===== src/rtl/gb_pkg.sv =====
// gb_pkg: shared types and constants for the CB-prefix execution path.
//   state_t        : cb_exec sequencer states
//   FZ/FN/FH/FC    : bit positions inside the {Z,N,H,C} flag nibble
//   REG_*          : register index codes carried in opcode[2:0]
//   OP_*           : CB op groups carried in opcode[7:6]
package gb_pkg;
   typedef enum logic [1:0] {S_IDLE, S_FETCH, S_WB, S_MEM_WR} state_t;
   localparam int FZ = 3;
   localparam int FN = 2;
   localparam int FH = 1;
   localparam int FC = 0;
   localparam logic [2:0] REG_B  = 3'd0;
   localparam logic [2:0] REG_C  = 3'd1;
   localparam logic [2:0] REG_D  = 3'd2;
   localparam logic [2:0] REG_E  = 3'd3;
   localparam logic [2:0] REG_H  = 3'd4;
   localparam logic [2:0] REG_L  = 3'd5;
   localparam logic [2:0] REG_HL = 3'd6;
   localparam logic [2:0] REG_A  = 3'd7;
   localparam logic [1:0] OP_ROT = 2'b00;
   localparam logic [1:0] OP_BIT = 2'b01;
   localparam logic [1:0] OP_RES = 2'b10;
   localparam logic [1:0] OP_SET = 2'b11;
endpackage


===== src/rtl/cb_alu.sv =====
// cb_alu: combinational CB-group ALU (rotates/shifts/swap, BIT, RES, SET).
//   op   : CB byte [7:3]; op[4:3] = group, op[2:0] = sub-op or bit number
//   a    : operand
//   f_in : incoming flags {Z,N,H,C}; C feeds RL/RR, BIT keeps it
//   res  : result byte (operand unchanged for BIT)
//   f    : resulting flags (f_in unchanged for RES/SET)
module cb_alu
   import gb_pkg::*;
(
   input  logic [4:0] op,
   input  logic [7:0] a,
   input  logic [3:0] f_in,
   output logic [7:0] res,
   output logic [3:0] f
);
   logic [7:0] r;
   logic       co;
   logic       c_in;
   assign c_in = f_in[FC];
   always_comb begin
      r  = a;
      co = 1'b0;
      case (op[2:0])
         3'd0:    begin r = {a[6:0], a[7]}; co = a[7]; end
         3'd1:    begin r = {a[0], a[7:1]}; co = a[0]; end
         3'd2:    begin r = {a[6:0], c_in}; co = a[7]; end
         3'd3:    begin r = {c_in, a[7:1]}; co = a[0]; end
         3'd4:    begin r = {a[6:0], 1'b0}; co = a[7]; end
         3'd5:    begin r = {a[7], a[7:1]}; co = a[0]; end
         3'd6:    begin r = {a[3:0], a[7:4]}; co = 1'b0; end
         default: begin r = {1'b0, a[7:1]}; co = a[0]; end
      endcase
      res = a;
      f   = f_in;
      case (op[4:3])
         OP_ROT:  begin res = r; f = {r == 8'h00, 1'b0, 1'b0, co}; end
         OP_BIT:  f = {~a[op[2:0]], 1'b0, 1'b1, c_in};
         OP_RES:  res = a & ~(8'h01 << op[2:0]);
         default: res = a | (8'h01 << op[2:0]);
      endcase
   end
endmodule


===== src/rtl/cb_exec.sv =====
// cb_exec: sequencer for CB-prefixed ops; fetches the operand from the
// register file or (HL), runs cb_alu, writes result and flags back.
//   start/opcode/f_in/hl : request, latched only in IDLE
//   busy/done            : activity level and one-cycle completion pulse
//   rf_*                 : register file read index, write strobe and data
//   f_we/f_out           : flag write strobe and data {Z,N,H,C}
//   mem_*                : memory request/ack handshake at the latched HL
module cb_exec
   import gb_pkg::*;
#(
   parameter int ADDR_W = 16
) (
   input  logic              clk,
   input  logic              rst,
   input  logic              start,
   input  logic [7:0]        opcode,
   input  logic [3:0]        f_in,
   input  logic [ADDR_W-1:0] hl,
   output logic              busy,
   output logic              done,
   output logic [2:0]        rf_sel,
   input  logic [7:0]        rf_rdata,
   output logic              rf_we,
   output logic [7:0]        rf_wdata,
   output logic              f_we,
   output logic [3:0]        f_out,
   output logic [ADDR_W-1:0] mem_addr,
   output logic              mem_rd,
   output logic              mem_wr,
   output logic [7:0]        mem_wdata,
   input  logic [7:0]        mem_rdata,
   input  logic              mem_ack
);
   state_t            state_q, state_d;
   logic [4:0]        op_q;
   logic [2:0]        idx_q;
   logic [3:0]        f_q;
   logic [ADDR_W-1:0] hl_q;
   logic [7:0]        opnd_q;
   logic [7:0]        res_q;
   logic [7:0]        alu_res;
   logic [3:0]        alu_f;
   logic              is_mem;
   logic              is_bit;
   assign is_mem = idx_q == REG_HL;
   assign is_bit = op_q[4:3] == OP_BIT;
   assign busy   = state_q != S_IDLE;
   // Flags come from the start-time snapshot so a live f_in change cannot leak in.
   cb_alu u_alu (
      .op   (op_q),
      .a    (opnd_q),
      .f_in (f_q),
      .res  (alu_res),
      .f    (alu_f)
   );
   always_ff @(posedge clk) begin
      if (rst) begin
         state_q <= S_IDLE;
         op_q    <= '0;
         idx_q   <= '0;
         f_q     <= '0;
         hl_q    <= '0;
         opnd_q  <= '0;
         res_q   <= '0;
      end else begin
         state_q <= state_d;
         if (state_q == S_IDLE && start) begin
            op_q  <= opcode[7:3];
            idx_q <= opcode[2:0];
            f_q   <= f_in;
            hl_q  <= hl;
         end
         if (state_q == S_FETCH && (!is_mem || mem_ack))
            opnd_q <= is_mem ? mem_rdata : rf_rdata;
         if (state_q == S_WB)
            res_q <= alu_res;
      end
   end
   always_comb begin
      state_d   = state_q;
      done      = 1'b0;
      rf_sel    = '0;
      rf_we     = 1'b0;
      rf_wdata  = '0;
      f_we      = 1'b0;
      f_out     = '0;
      mem_addr  = '0;
      mem_rd    = 1'b0;
      mem_wr    = 1'b0;
      mem_wdata = '0;
      case (state_q)
         S_IDLE: state_d = start ? S_FETCH : S_IDLE;
         S_FETCH: begin
            rf_sel   = is_mem ? '0 : idx_q;
            mem_addr = is_mem ? hl_q : '0;
            mem_rd   = is_mem;
            state_d  = (!is_mem || mem_ack) ? S_WB : S_FETCH;
         end
         S_WB: begin
            // RES/SET leave flags untouched; BIT and rotate/shift groups write them.
            f_we     = !op_q[4];
            f_out    = op_q[4] ? '0 : alu_f;
            rf_we    = !is_bit && !is_mem;
            rf_sel   = rf_we ? idx_q : '0;
            rf_wdata = rf_we ? alu_res : '0;
            done     = is_bit || !is_mem;
            state_d  = done ? S_IDLE : S_MEM_WR;
         end
         default: begin
            mem_wr    = 1'b1;
            mem_addr  = hl_q;
            mem_wdata = res_q;
            done      = mem_ack;
            state_d   = mem_ack ? S_IDLE : S_MEM_WR;
         end
      endcase
   end
endmodule


===== config.mk =====
export PLATFORM = sky130hd
export DESIGN_NAME = cb_exec
export DESIGN_NICKNAME = d
export VERILOG_FILES = /design/src/rtl/gb_pkg.sv /design/src/rtl/cb_alu.sv /design/src/rtl/cb_exec.sv
export SDC_FILE = /design/constraint.sdc
export NUM_CORES = 1
export LEC_CHECK = 0
export CAP_MARGIN = 15
export CORE_UTILIZATION = 41
export CTS_CLUSTER_SIZE = 28
export DETAILED_ROUTE_END_ITERATION = 12
export PLACE_DENSITY = 0.77
export SYNTH_ARGS = -nofsm -noshare
export SYNTH_HDL_FRONTEND = slang
export SYNTH_SLANG_ARGS = --single-unit

===== constraint.sdc =====
create_clock -name clk -period 1.8 [get_ports clk]
set_input_delay 0.36 -clock clk [delete_from_list [all_inputs] [get_ports clk]]
set_output_delay 0.36 -clock clk [all_outputs]
set_load 0.02 [all_outputs]

# [After elaboration in Yosys (flattened, before gate mapping)]
# Index checks and enable logic that the tools add are counted.
[word_totals] ff_bits=46 inputBits=48 wordCells=68
[classes] n_lt_le_gt_ge=1 eq_ne=11 shifts=1 mux=27 bitwise_logic=4 reduce_logical=17
[op_table] operator="8-bit case mux with 7 select lines" n=1
[op_table] operator="8-bit 2-to-1 mux" n=4
[op_table] operator="16-bit case mux with 2 select lines" n=1
[op_table] operator="8-bit case mux with 3 select lines" n=1
[op_table] operator="16-bit 2-to-1 mux" n=1
[op_table] operator="3-bit == test (second input constant)" n=4
[op_table] operator="8-bit bitwise AND" n=1
[op_table] operator="8-bit zero test" n=1
[op_table] operator="4-bit 2-to-1 mux" n=2
[op_table] operator="8-bit NOT" n=1
[op_table] operator="8-bit bitwise OR" n=1
[op_table] operator="4-bit case mux with 2 select lines" n=1
[op_table] operator="1-bit by 3-bit << shifter with 8-bit output (first input constant)" n=1
[op_table] operator="3-bit by 2-bit == test with 1-bit output (second input constant)" n=2
[op_table] operator="1-bit 2-to-1 mux" n=6
[op_table] operator="2-bit 2-to-1 mux" n=3
[op_table] operator="3-bit 2-to-1 mux" n=2
[op_table] operator="2-bit case mux with 3 select lines" n=1
[op_table] operator="3-bit case mux with 2 select lines" n=1
[op_table] operator="3-bit OR reduction" n=2
[op_table] operator="2-bit by 1-bit == test with 1-bit output (second input constant)" n=2
[op_table] operator="2-bit == test (second input constant)" n=2
[op_table] operator="2-bit zero test" n=2
[op_table] operator="3-bit by 4-bit less-than comparator with 1-bit output (second input constant)" n=1
[op_table] operator="10 further kinds" n=17

# [Logic depth before layout (Yosys ltp)]
# Gate-level depths: netlist of the first run.
[logic_depth] word_depth=6 depth_mapped=7 ltp_nobuf=6

# [Cells and area by module]
# A second synthesis of the first run with hierarchy kept.
[unflattened] hier_cells=348 area_unflattened_um2=2808.9
[modules_own_cells] module="cb_exec" n_inst=1 cells_each=259 area_each_um2=2152.1 seq_area_each_um2=920.9
[modules_own_cells] module="cb_alu" n_inst=1 cells_each=89 area_each_um2=656.9 seq_area_each_um2=0.0

# [Worst setup path after synthesis of the first run]
# No wires, ideal clock.
[synth_timing] path_type="register to output" startpoint="register state_q[0]" endpoint="output done" arrival_ns=1.829 t_required_ns=1.440 slack_ns=-0.389 path_stages_with_launch=7 path_buffers=0 path_cell_list="dfxtp_1 inv_1 ha_1 nor2b_1 and2_1 a21oi_1 o21ai_0"
[synth_between] elab_chain_len=3 elab_cells_between_ends=5 classes_between="eq/ne (2); mux (1); reduce/logical (2)"
[synth_rtl] element="from (decl)" line_no="cb_exec.sv:34" source="state_t state_q, state_d;"
[synth_rtl] element="from (signal assigned)" line_no="cb_exec.sv:66" source="state_q <= state_d;"
[synth_rtl] element="2-bit by 1-bit == test with 1-bit output or 2-bit zero test (tied branches)" line_no="cb_exec.sv:91" source="case (state_q)"
[synth_rtl] element="2-bit OR reduction (no line)"
[synth_rtl] element="1-bit case mux with 2 select lines (*)" line_no="cb_exec.sv:91"
[synth_rtl] element="to (decl)" line_no="cb_exec.sv:20" source="output logic done,"
# Mark *: on every way between the ends. The rest lies on a longest branch, timed or not.

# [Worst setup path in the final report of the first run]
[layout_timing] startpoint="register op_q[1]" endpoint="output f_out[3]"
[layout_between] elab_chain_len=6 elab_cells_between_ends=15 classes_between="eq/ne (6); mux (6); bitwise (1); reduce/logical (2)"
[layout_rtl] element="from (decl)" line_no="cb_exec.sv:35" source="logic [4:0] op_q;"
[layout_rtl] element="from (signal assigned)" line_no="cb_exec.sv:68" source="op_q <= opcode[7:3];"
[layout_rtl] element="3-bit == test, or another cell as far along" line_no="cb_alu.sv:23" source="case (op[2:0])"
[layout_rtl] element="8-bit case mux with 7 select lines or 1-bit 2-to-1 mux (tied branches)" line_no="cb_alu.sv:23, cb_alu.sv:37"
[layout_rtl] element="8-bit zero test or 1-bit NOT (tied branches)" line_no="cb_alu.sv:36, cb_alu.sv:37"
[layout_rtl] element="4-bit case mux with 2 select lines (*)" line_no="cb_alu.sv:35" source="case (op[4:3])"
[layout_rtl] element="4-bit 2-to-1 mux (*)" line_no="cb_exec.sv:102" source="f_out = op_q[4] ? '0 : alu_f;"
[layout_rtl] element="4-bit 2-to-1 mux (*)" line_no="cb_exec.sv:91"
[layout_rtl] element="to (decl)" line_no="cb_exec.sv:26" source="output logic [3:0] f_out,"
# Mark *: on every way between the ends. The rest lies on a longest branch, timed or not. The select of a mux whose other input is x is not followed.

==> out/qor.csv, run 1 <==
metric,value,unit
status,finished with violations,
failing checks,negative setup slack,
initial antenna violation count,0,
flop and latch count out of synthesis,43,
Non-Filler Instances,612,
Syn Nets,404,
Post-Route Setup TNS,-8.36,ns
hold slack,0.462,ns
sequential fraction of the synthesis area,0.329,
Mapped Area,2620,µm²
Die Area,6710,µm²
crit path DAT,2.02,ns
final hold vios,0,
First-pass DRT Iterations,5,
core footprint,6030,µm²
"area leader, netlist",dfxtp_1,
gr busiest metal,met2,
vias in the first global route,3220,
ys flop type,dfxtp_1,
power per cell area,544,nW/µm²
htree depth,2,
Finished Cell Area,5030,µm²
Vias/cell,5.72,
die width,81.9,µm
placed wire-length estimate,6.46,mm
I/O Buffers,88,
Post-synth EDFFs,0,
Worst Clk Skew,0.00755,ns
Synth cell types,49,
synth cell count leaders,"nand2_1, dfxtp_1, a21oi_1, nor2_1, clkbuf_1",
crit share post-route,1.32,
Leak Pwr,2.08,nW
Critical Path RT,1.44,ns
Clk Tree Root Cell,clkbuf_8,
routed vias,3500,
first-pass GRT wire length,15.4,mm
fraction of layout instances using a drive strength above 1,0.475,
Final Setup Violations,42,
TritonCTS clock tree,built,
Worst-path clk slew,0.09,ns
GR Util met2,0.525,
Worst-Skew Late Latency,0.30,ns
total grt overflow,0,
Tot GR Track Use,0.301,
Avg WL per Cell,18.6,µm
CP max FO,7,
Num CTS Buffers,5,
most frequent cell after synthesis,nand2_1,
Fmax achieved,0.420,GHz
RSZ-0062 raised after global routing,true,
met1 Usage GRT,0.371,
Layout area overhead,92.2,%
IO Pins,93,
Placed Cells incl. Taps,566,
met3 GRT Util,0.0456,
largest net degree at the start of global routing,44,
DRC,0,
Die Ht,81.9,µm
Final Max Tran Viols,0,
# hold bufs at CTS,0,
DRT antenna net count,0,
placer congestion estimate,0.886,
element type at the critical path end,output pin,
1st-iter DRT viols,213,
final WL,11.4,mm
ys async rst share,0,
Rows,28,
Initial Util,0.435,
total of max-cap violations,0,
Synth top area share,0.329,
Mapped Avg Cell Area,7.44,µm²
Sink Count,43,
min Tclk post-route,2.38,ns
Setup WS post-layout,-0.580,ns
cells after synthesis,352,
NumNets Final,588,
Worst Setup Start Kind,flip-flop,
clk buf depth,2,
n_diodes,0,
HP Class,reg2reg,
Peak VDD IR,0.482,mV
WS Path Type,reg2out,
synth top area cells,"dfxtp_1, nand2_1, a21oi_1",
yosys warns,0,
"Cell Area, Placed",4170,µm²
-- worst max-delay path, cell delays in order, from the launching register on --
cell	delay [ns]
dfxtp_4	0.42
buf_6	0.13
mux2i_2	0.24
a211o_1	0.18
nand4_1	0.17
o41ai_4	0.39
buf_4	0.19
-- cells in the final DEF, fill, tap and decap left out, drive strengths merged, types with 2 or more instances in the layout --
cell type,netlist,layout
a211oi,10,10
a21boi,4,4
a21oi,30,30
a311oi,10,10
a31oi,3,3
a41oi,2,2
and2,17,17
and3,6,6
and4b,5,5
buf,12,165
clkbuf,20,5
clkdlybuf4s50,0,44
dfxtp,43,43
ha,4,4
inv,8,10
mux4,2,2
nand2,77,77
nand2b,7,7
nand3,3,3
nand4,3,3
nor2,29,29
nor2b,17,17
o211a,2,2
o211ai,2,2
o21a,3,3
o21ai,4,4
o221a,3,3
o311ai,3,3
o31ai,4,4
or2,2,2
-- final timing paths --
check                              from       end  slack (ns)  depth (start not counted)
worst min register to register  hl_q[8]   hl_q[8]        0.46                          2
worst max-delay path            op_q[1]  f_out[3]       -0.58                          6
worst min-delay path            hl_q[8]   hl_q[8]        0.46                          2
worst max register to register  op_q[2]  res_q[5]       -0.15                         10
-- cell families (layout without fill, tap and decap cells) --
| logic type | count (synthesis) | in the layout | synth area share |
|---|---|---|---|
| compound gates | 90 | 90 | 0.246 |
| mux | 4 | 4 | 0.0267 |
| buf+inv | 40 | 225 | 0.0640 |
| simple gates | 170 | 170 | 0.314 |
| fa+ha+maj | 4 | 4 | 0.0191 |
| flops | 43 | 43 | 0.329 |
| other cells | 1 | 1 | 0.00143 |
-- timing repair --
item	in CTS	in global routing
endpoints found under the setup margin	50	46
gates cloned	1	1
setup buffers	29	14
endpoints found under the hold margin	0	0
resized for setup	282	100
pin swaps	18	22
-- per-stage QoR --
stage	total power [mW]	utilization	worst slack (ns)
3_3_place_gp	1.83	0.692	-0.863
5_1_grt	2.83	0.836	-0.656
4_1_cts	2.60	0.770	-0.542
3_5_place_dp	1.85	0.692	-0.889
6_report	2.74	0.836	-0.580
2_1_floorplan	1.44	-	-0.0829
-- layer usage --
| layer | vias up | wire length, µm | share of wire |
|---|---|---|---|
| met5 | - | 0 | 0 |
| met4 | 0 | 273 | 0.024 |
| met3 | 33 | 623 | 0.055 |
| met2 | 161 | 5910 | 0.52 |
| met1 | 1697 | 4560 | 0.40 |
| li1 | 1609 | - | - |
-- where the power goes --
group	leakage [nW]	internal, mW	switching, mW
clock	0.0451	0.279	0.376
combinational	1.68	0.553	0.441
sequential	0.358	1.02	0.0709
-- sequential cells by signal, summed over array words and instances (netlist names) --
signal   flops
f_q          1
hl_q        16
idx_q        3
op_q         5
opnd_q       8
res_q        8
state_q      2
-- area by class of cell --
class                   instances  area [µm²]
well taps                      75        93.8
flip-flops and latches         43         883
fillers                       348         991
repair buffers                209        1950
inverters                       8        32.5
clock buffers                   5        68.8
multi-input cells             269        1980
clock inverters                 3        22.5
Power figures use the tool's default switching activity.
==> inputs of run 2 (changes only) <==
Settings changed: CORE_MARGIN set to 8, CTS_CLUSTER_SIZE 28 to 20, RECOVER_POWER set to 50.
==> run 2 against run 1 <==
  * The run still ends with negative setup slack left
  * Worst hold slack better by 0.00064 ns
  * First-iteration DRC count grew 0.94%
  * Sequential power about the same
==> out/qor.csv, run 2 (same netlist as run 1, synthesis figures left out) <==
metric,value,unit,change
register with the most flip-flops,hl_q,,unchanged
Worst-path clk slew,0.10,ns,was 0.09 ns
Final Max Tran Viols,0,,unchanged
Layout area overhead,91.5,%,was 92.2%
Critical Path RT,1.44,ns,about the same
HP Class,reg2reg,,unchanged
DRC,0,,unchanged
Worst-Skew Late Latency,0.31,ns,was 0.30 ns
Worst Hold Depth,2,,unchanged
fraction of layout instances using a drive strength above 1,0.462,,was 0.475
crit path DAT,2.04,ns,was 2.02 ns
CP Buf/Inv Count,2,,unchanged
Vias/cell,5.54,,was 5.72
Rows,29,,was 28
First-pass DRT Iterations,4,,was 5
IO Pins,93,,unchanged
Peak VDD IR,0.479,mV,was 0.482 mV
status,finished with violations,,unchanged
RSZ-0062 raised after global routing,true,,unchanged
Finished Cell Area,5020,µm²,was 5030 µm²
placer congestion estimate,0.931,,was 0.886
Clock power frac,0.240,,about the same
Reg area,880,µm²,was 883 µm²
TritonCTS clock tree,built,,unchanged
DRT antenna net count,0,,unchanged
Tot GR Track Use,0.222,,was 0.301
worst reg-to-reg path cell count,8,,was 10
Die Ht,95.9,µm,was 81.9 µm
core footprint,6280,µm²,was 6030 µm²
Avg WL per Cell,18.4,µm,was 18.6 µm
Leak Pwr,2.03,nW,was 2.08 nW
initial antenna violation count,0,,unchanged
internal power consumption,1.84,mW,was 1.85 mW
element type at the critical path end,output pin,,unchanged
Initial Util,0.417,,was 0.435
most frequent cells in the layout,"buf_4, nand2_1, buf_6",,unchanged
crit share post-route,1.33,,was 1.32
crit-path cells,buf_12 -> mux2i_1 -> a211o_1 -> nand4_1 -> o41ai_4 -> buf_4,,was buf_6 -> mux2i_2 -> a211o_1 -> nand4_1 -> o41ai_4 -> buf_4
Worst Hold End,hl_q[15],,was hl_q[8]
RR Startpoint,state_q[1],,was op_q[2]
Worst Clk Skew,0.0189,ns,was 0.00755 ns
I/O Buffers,88,,unchanged
hold path start,hl_q[15],,was hl_q[8]
largest net degree at the start of global routing,44,,unchanged
NumNets Final,575,,was 588
Die Area,9200,µm²,was 6710 µm²
final WL,11.0,mm,was 11.4 mm
Placed Cells incl. Taps,560,,was 566
htree depth,2,,unchanged
total grt overflow,0,,unchanged
failing checks,negative setup slack,,unchanged
die width,95.9,µm,was 81.9 µm
delay of the slowest critical-path stage,0.42,ns,about the same
CP max-delay cell,dfxtp_4,,unchanged
n_diodes,0,,unchanged
Num CTS Buffers,5,,unchanged
clk buf depth,2,,unchanged
first-pass GRT wire length,16.2,mm,was 15.4 mm
Sink Count,43,,unchanged
vias in the first global route,3210,,was 3220
R2R setup slack,-0.02,ns,was -0.15 ns
Post-Route Setup TNS,-12.83,ns,was -8.36 ns
CP max FO,9,,was 7
Clk Tree Root Cell,clkbuf_8,,unchanged
fill count,393,,was 348
Final Setup Violations,47,,was 42
Setup WS post-layout,-0.597,ns,was -0.580 ns
1st-iter DRT viols,215,,was 213
final hold vios,0,,unchanged
share of power burned in combinational logic,0.364,,was 0.363
area occupied by multi-input gates,2090,µm²,was 1980 µm²
"Cell Area, Placed",4140,µm²,was 4170 µm²
reg2reg end,state_q[0],,was res_q[5]
min Tclk post-route,2.40,ns,was 2.38 ns
switching fraction of total power,0.328,,was 0.325
Worst Setup Start Kind,flip-flop,,unchanged
Fmax achieved,0.417,GHz,was 0.420 GHz
Final Util,0.799,,was 0.836
Non-Filler Instances,601,,was 612
switching pwr,0.898,mW,was 0.888 mW
power per cell area,545,nW/µm²,was 544 nW/µm²
WS Path Type,reg2out,,unchanged
placed wire-length estimate,6.92,mm,was 6.46 mm
routed vias,3330,,was 3500
"most common cell after layout, fill and taps aside",buf_4,,unchanged
Largest register FFs,16,,unchanged
top cell family by delay on the critical path,compound AO/OA/AOI/OAI gates,,unchanged
total of max-cap violations,0,,unchanged
sequential share of power,0.396,,was 0.397
Top Registers,"hl_q (16), opnd_q (8), res_q (8)",,unchanged
## run 2: worst max path at each step
stage                  from           to  slack, ns  cells after the start
finish              op_q[1]     f_out[3]      -0.60                      6
global route        op_q[1]     f_out[3]      -0.62                      6
CTS                 op_q[0]     f_out[3]      -0.57                      6
detailed placement  op_q[2]     f_out[3]      -0.84                      6
global placement    op_q[2]  rf_wdata[2]      -0.83                      8
floorplan           op_q[1]     f_out[3]      -0.08                      4
## run 2: stage by stage
step	power, mW	hold slack (ns)	setup slack, ns
floorplan	1.44	0.432	-0.0829
global placement	1.83	0.438	-0.834
detailed placement	1.84	0.443	-0.840
CTS	2.59	0.458	-0.567
global route	2.85	0.489	-0.624
finish	2.73	0.462	-0.597
## run 2: area by class of cell
cell class	count	area share
clock inverters	3	0.00449
inverters	8	0.00773
clock buffers	5	0.0137
flip-flops and latches	43	0.175
multi-input cells	269	0.417
well taps	77	0.0192
repair buffers	196	0.362
## run 2: worst min-delay path, delay by kind of cell, from the launching register on
kind               cells  cell delay, ns
AOI/OAI and AO/OA      1            0.06
and+or+nand+nor        1            0.05
DFF                    1            0.32
## run 2: routing by layer
metal	track usage	part of all wire	vias up
li1	-	-	1571
met1	0.276	0.42	1607
met2	0.375	0.50	125
met3	0.0406	0.059	27
met4	0.0781	0.024	0
met5	0	0	-
## run 2: power by group through the flow
stage / logic, mW / clock network, mW / registers [mW]
after floorplan: 0.364 / 0 / 1.08
after global placement: 0.732 / 0 / 1.09
after detailed placement: 0.742 / 0 / 1.09
final: 0.995 / 0.656 / 1.08
after global routing: 1.06 / 0.701 / 1.09
after CTS: 0.860 / 0.656 / 1.07
## run 2: timing repair
action,4_1_cts,5_1_grt
cloned,2,0
gates resized for setup,295,92
endpoints found under the setup margin,48,41
pin swaps,28,29
setup buffers,20,20
hold buffers,0,0
==> inputs of run 3 (changes only) <==
Settings changed: CORE_MARGIN 8 to unset.
==> run 3 against run 2 <==
  * The flow still finishes with violations (negative setup slack)
  * Die area down 27%
  * Sequential cell count stayed put
  * Final cell count rose by 1.8%
  * First-iteration DRC count is 5.6% higher
  * Worst hold slack got worse by 0.0019 ns
  * Utilization rose by 3.0 points
  * Routed wire length up 2.4%
  * Clock power fell by 0.6%
  * Power down 0.66%
==> out/qor.csv, run 3 (same netlist as run 1, synthesis figures left out) <==
metric,value,unit,change
status,finished with violations,,unchanged
failing checks,negative setup slack,,unchanged
min Tclk post-route,2.38,ns,was 2.40 ns
"most common cell after layout, fill and taps aside",buf_4,,unchanged
Leak Pwr,2.07,nW,was 2.03 nW
Worst-path clk slew,0.09,ns,was 0.10 ns
Largest register FFs,16,,unchanged
Initial Util,0.435,,was 0.417
placer congestion estimate,0.886,,was 0.931
crit share post-route,1.32,,was 1.33
CP max FO,7,,was 9
core footprint,6030,µm²,was 6280 µm²
Avg WL per Cell,18.5,µm,was 18.4 µm
fill count,357,,was 393
DRT antenna net count,0,,unchanged
1st-iter DRT viols,227,,was 215
clk buf depth,2,,unchanged
first-pass GRT wire length,15.4,mm,was 16.2 mm
Final Setup Violations,52,,was 47
Setup WS post-layout,-0.584,ns,was -0.597 ns
IO Pins,93,,unchanged
Post-Route Setup TNS,-9.85,ns,was -12.83 ns
HP Class,reg2reg,,unchanged
routed vias,3484,,was 3330
crit path DAT,2.02,ns,was 2.04 ns
Tot GR Track Use,0.301,,was 0.222
Worst-Skew Late Latency,0.30,ns,was 0.31 ns
Peak VDD IR,0.473,mV,was 0.479 mV
vias in the first global route,3220,,was 3210
Num CTS Buffers,5,,unchanged
Die Ht,81.9,µm,was 95.9 µm
RSZ-0062 raised after global routing,true,,unchanged
Vias/cell,5.69,,was 5.54
Critical Path RT,1.44,ns,about the same
total grt overflow,0,,unchanged
register with the most flip-flops,hl_q,,unchanged
die width,81.9,µm,was 95.9 µm
Die Area,6710,µm²,was 9200 µm²
Layout area overhead,90.8,%,was 91.5%
Top Registers,"hl_q (16), opnd_q (8), res_q (8)",,unchanged
final WL,11.3,mm,was 11.0 mm
n_diodes,0,,unchanged
Pwr Total,2.72,mW,was 2.73 mW
htree depth,2,,unchanged
element type at the critical path end,output pin,,unchanged
placed wire-length estimate,6.46,mm,was 6.92 mm
Worst Setup Start Kind,flip-flop,,unchanged
largest net degree at the start of global routing,44,,unchanged
final hold vios,0,,unchanged
# hold bufs at CTS,0,,unchanged
Final Max Tran Viols,0,,unchanged
WS Path Type,reg2out,,unchanged
Worst Clk Skew,0.00799,ns,was 0.0189 ns
NumNets Final,588,,was 575
Rows,28,,was 29
First-pass DRT Iterations,5,,was 4
fraction of layout instances using a drive strength above 1,0.467,,was 0.462
most frequent cells in the layout,"buf_4, nand2_1, buf_6",,unchanged
power per cell area,544,nW/µm²,was 545 nW/µm²
Sink Count,43,,unchanged
DRC,0,,unchanged
Clk Tree Root Cell,clkbuf_8,,unchanged
initial antenna violation count,0,,unchanged
I/O Buffers,88,,unchanged
TritonCTS clock tree,built,,unchanged
total of max-cap violations,0,,unchanged
Fmax achieved,0.420,GHz,was 0.417 GHz
## run 3: report_power, final
| group | switching (mW) | internal, mW |
|---|---|---|
| sequential | 0.0701 | 1.02 |
| clock | 0.373 | 0.279 |
| combinational | 0.437 | 0.541 |
## run 3: area by class of cell
class / count / area [µm²] / share of cell area
Sequential cell: 43 / 882 / 0.176
Clock inverter: 3 / 22.5 / 0.00451
Tap cell: 75 / 93.8 / 0.0188
Timing Repair Buffer: 209 / 1930 / 0.386
Inverter: 8 / 32.5 / 0.00651
Clock buffer: 5 / 68.8 / 0.0138
Multi-Input combinational cell: 269 / 1970 / 0.394
## run 3: critical path, stage by stage, from the launching register on
cell and delay [ns]:
dfxtp_4 0.41, buf_6 0.13, mux2i_2 0.25, a211o_1 0.18
nand4_1 0.16, o41ai_4 0.39, buf_4 0.19
## run 3: metrics by stage
| step | hold slack (ns) | worst slack, ns | cell area [µm²] | cells | util |
|---|---|---|---|---|---|
| 3_5_place_dp | 0.445 | -0.889 | 4170 | 566 | 0.692 |
| 4_1_cts | 0.456 | -0.542 | 4640 | 603 | 0.770 |
| 3_3_place_gp | 0.438 | -0.863 | 4170 | 566 | 0.692 |
| 2_1_floorplan | 0.432 | -0.0829 | 2680 | 352 | - |
| 6_report | 0.460 | -0.584 | 5000 | 612 | 0.830 |
| 5_1_grt | 0.484 | -0.656 | 5000 | 612 | 0.830 |
## run 3: final timing paths
path | cells after the start | startpoint | end | slack (ns)
max | 6 | op_q[1] | f_out[3] | -0.58
min | 2 | hl_q[8] | hl_q[8] | 0.46
max reg2reg | 10 | op_q[2] | res_q[5] | -0.14
min reg2reg | 2 | hl_q[8] | hl_q[8] | 0.46
## run 3: metal layers
metal  part of all wire  routed length (µm)  track usage
met5                  0                   0            0
met4              0.025                 281        0.114
met1               0.40                4480        0.371
met2               0.52                5830        0.525
met3              0.062                 698       0.0456
## run 3: repair_timing
item,in CTS,in global routing
pin swaps,18,22
cloned,1,1
resized for setup,282,100
endpoints found under the setup margin,50,46
buffers inserted,29,14
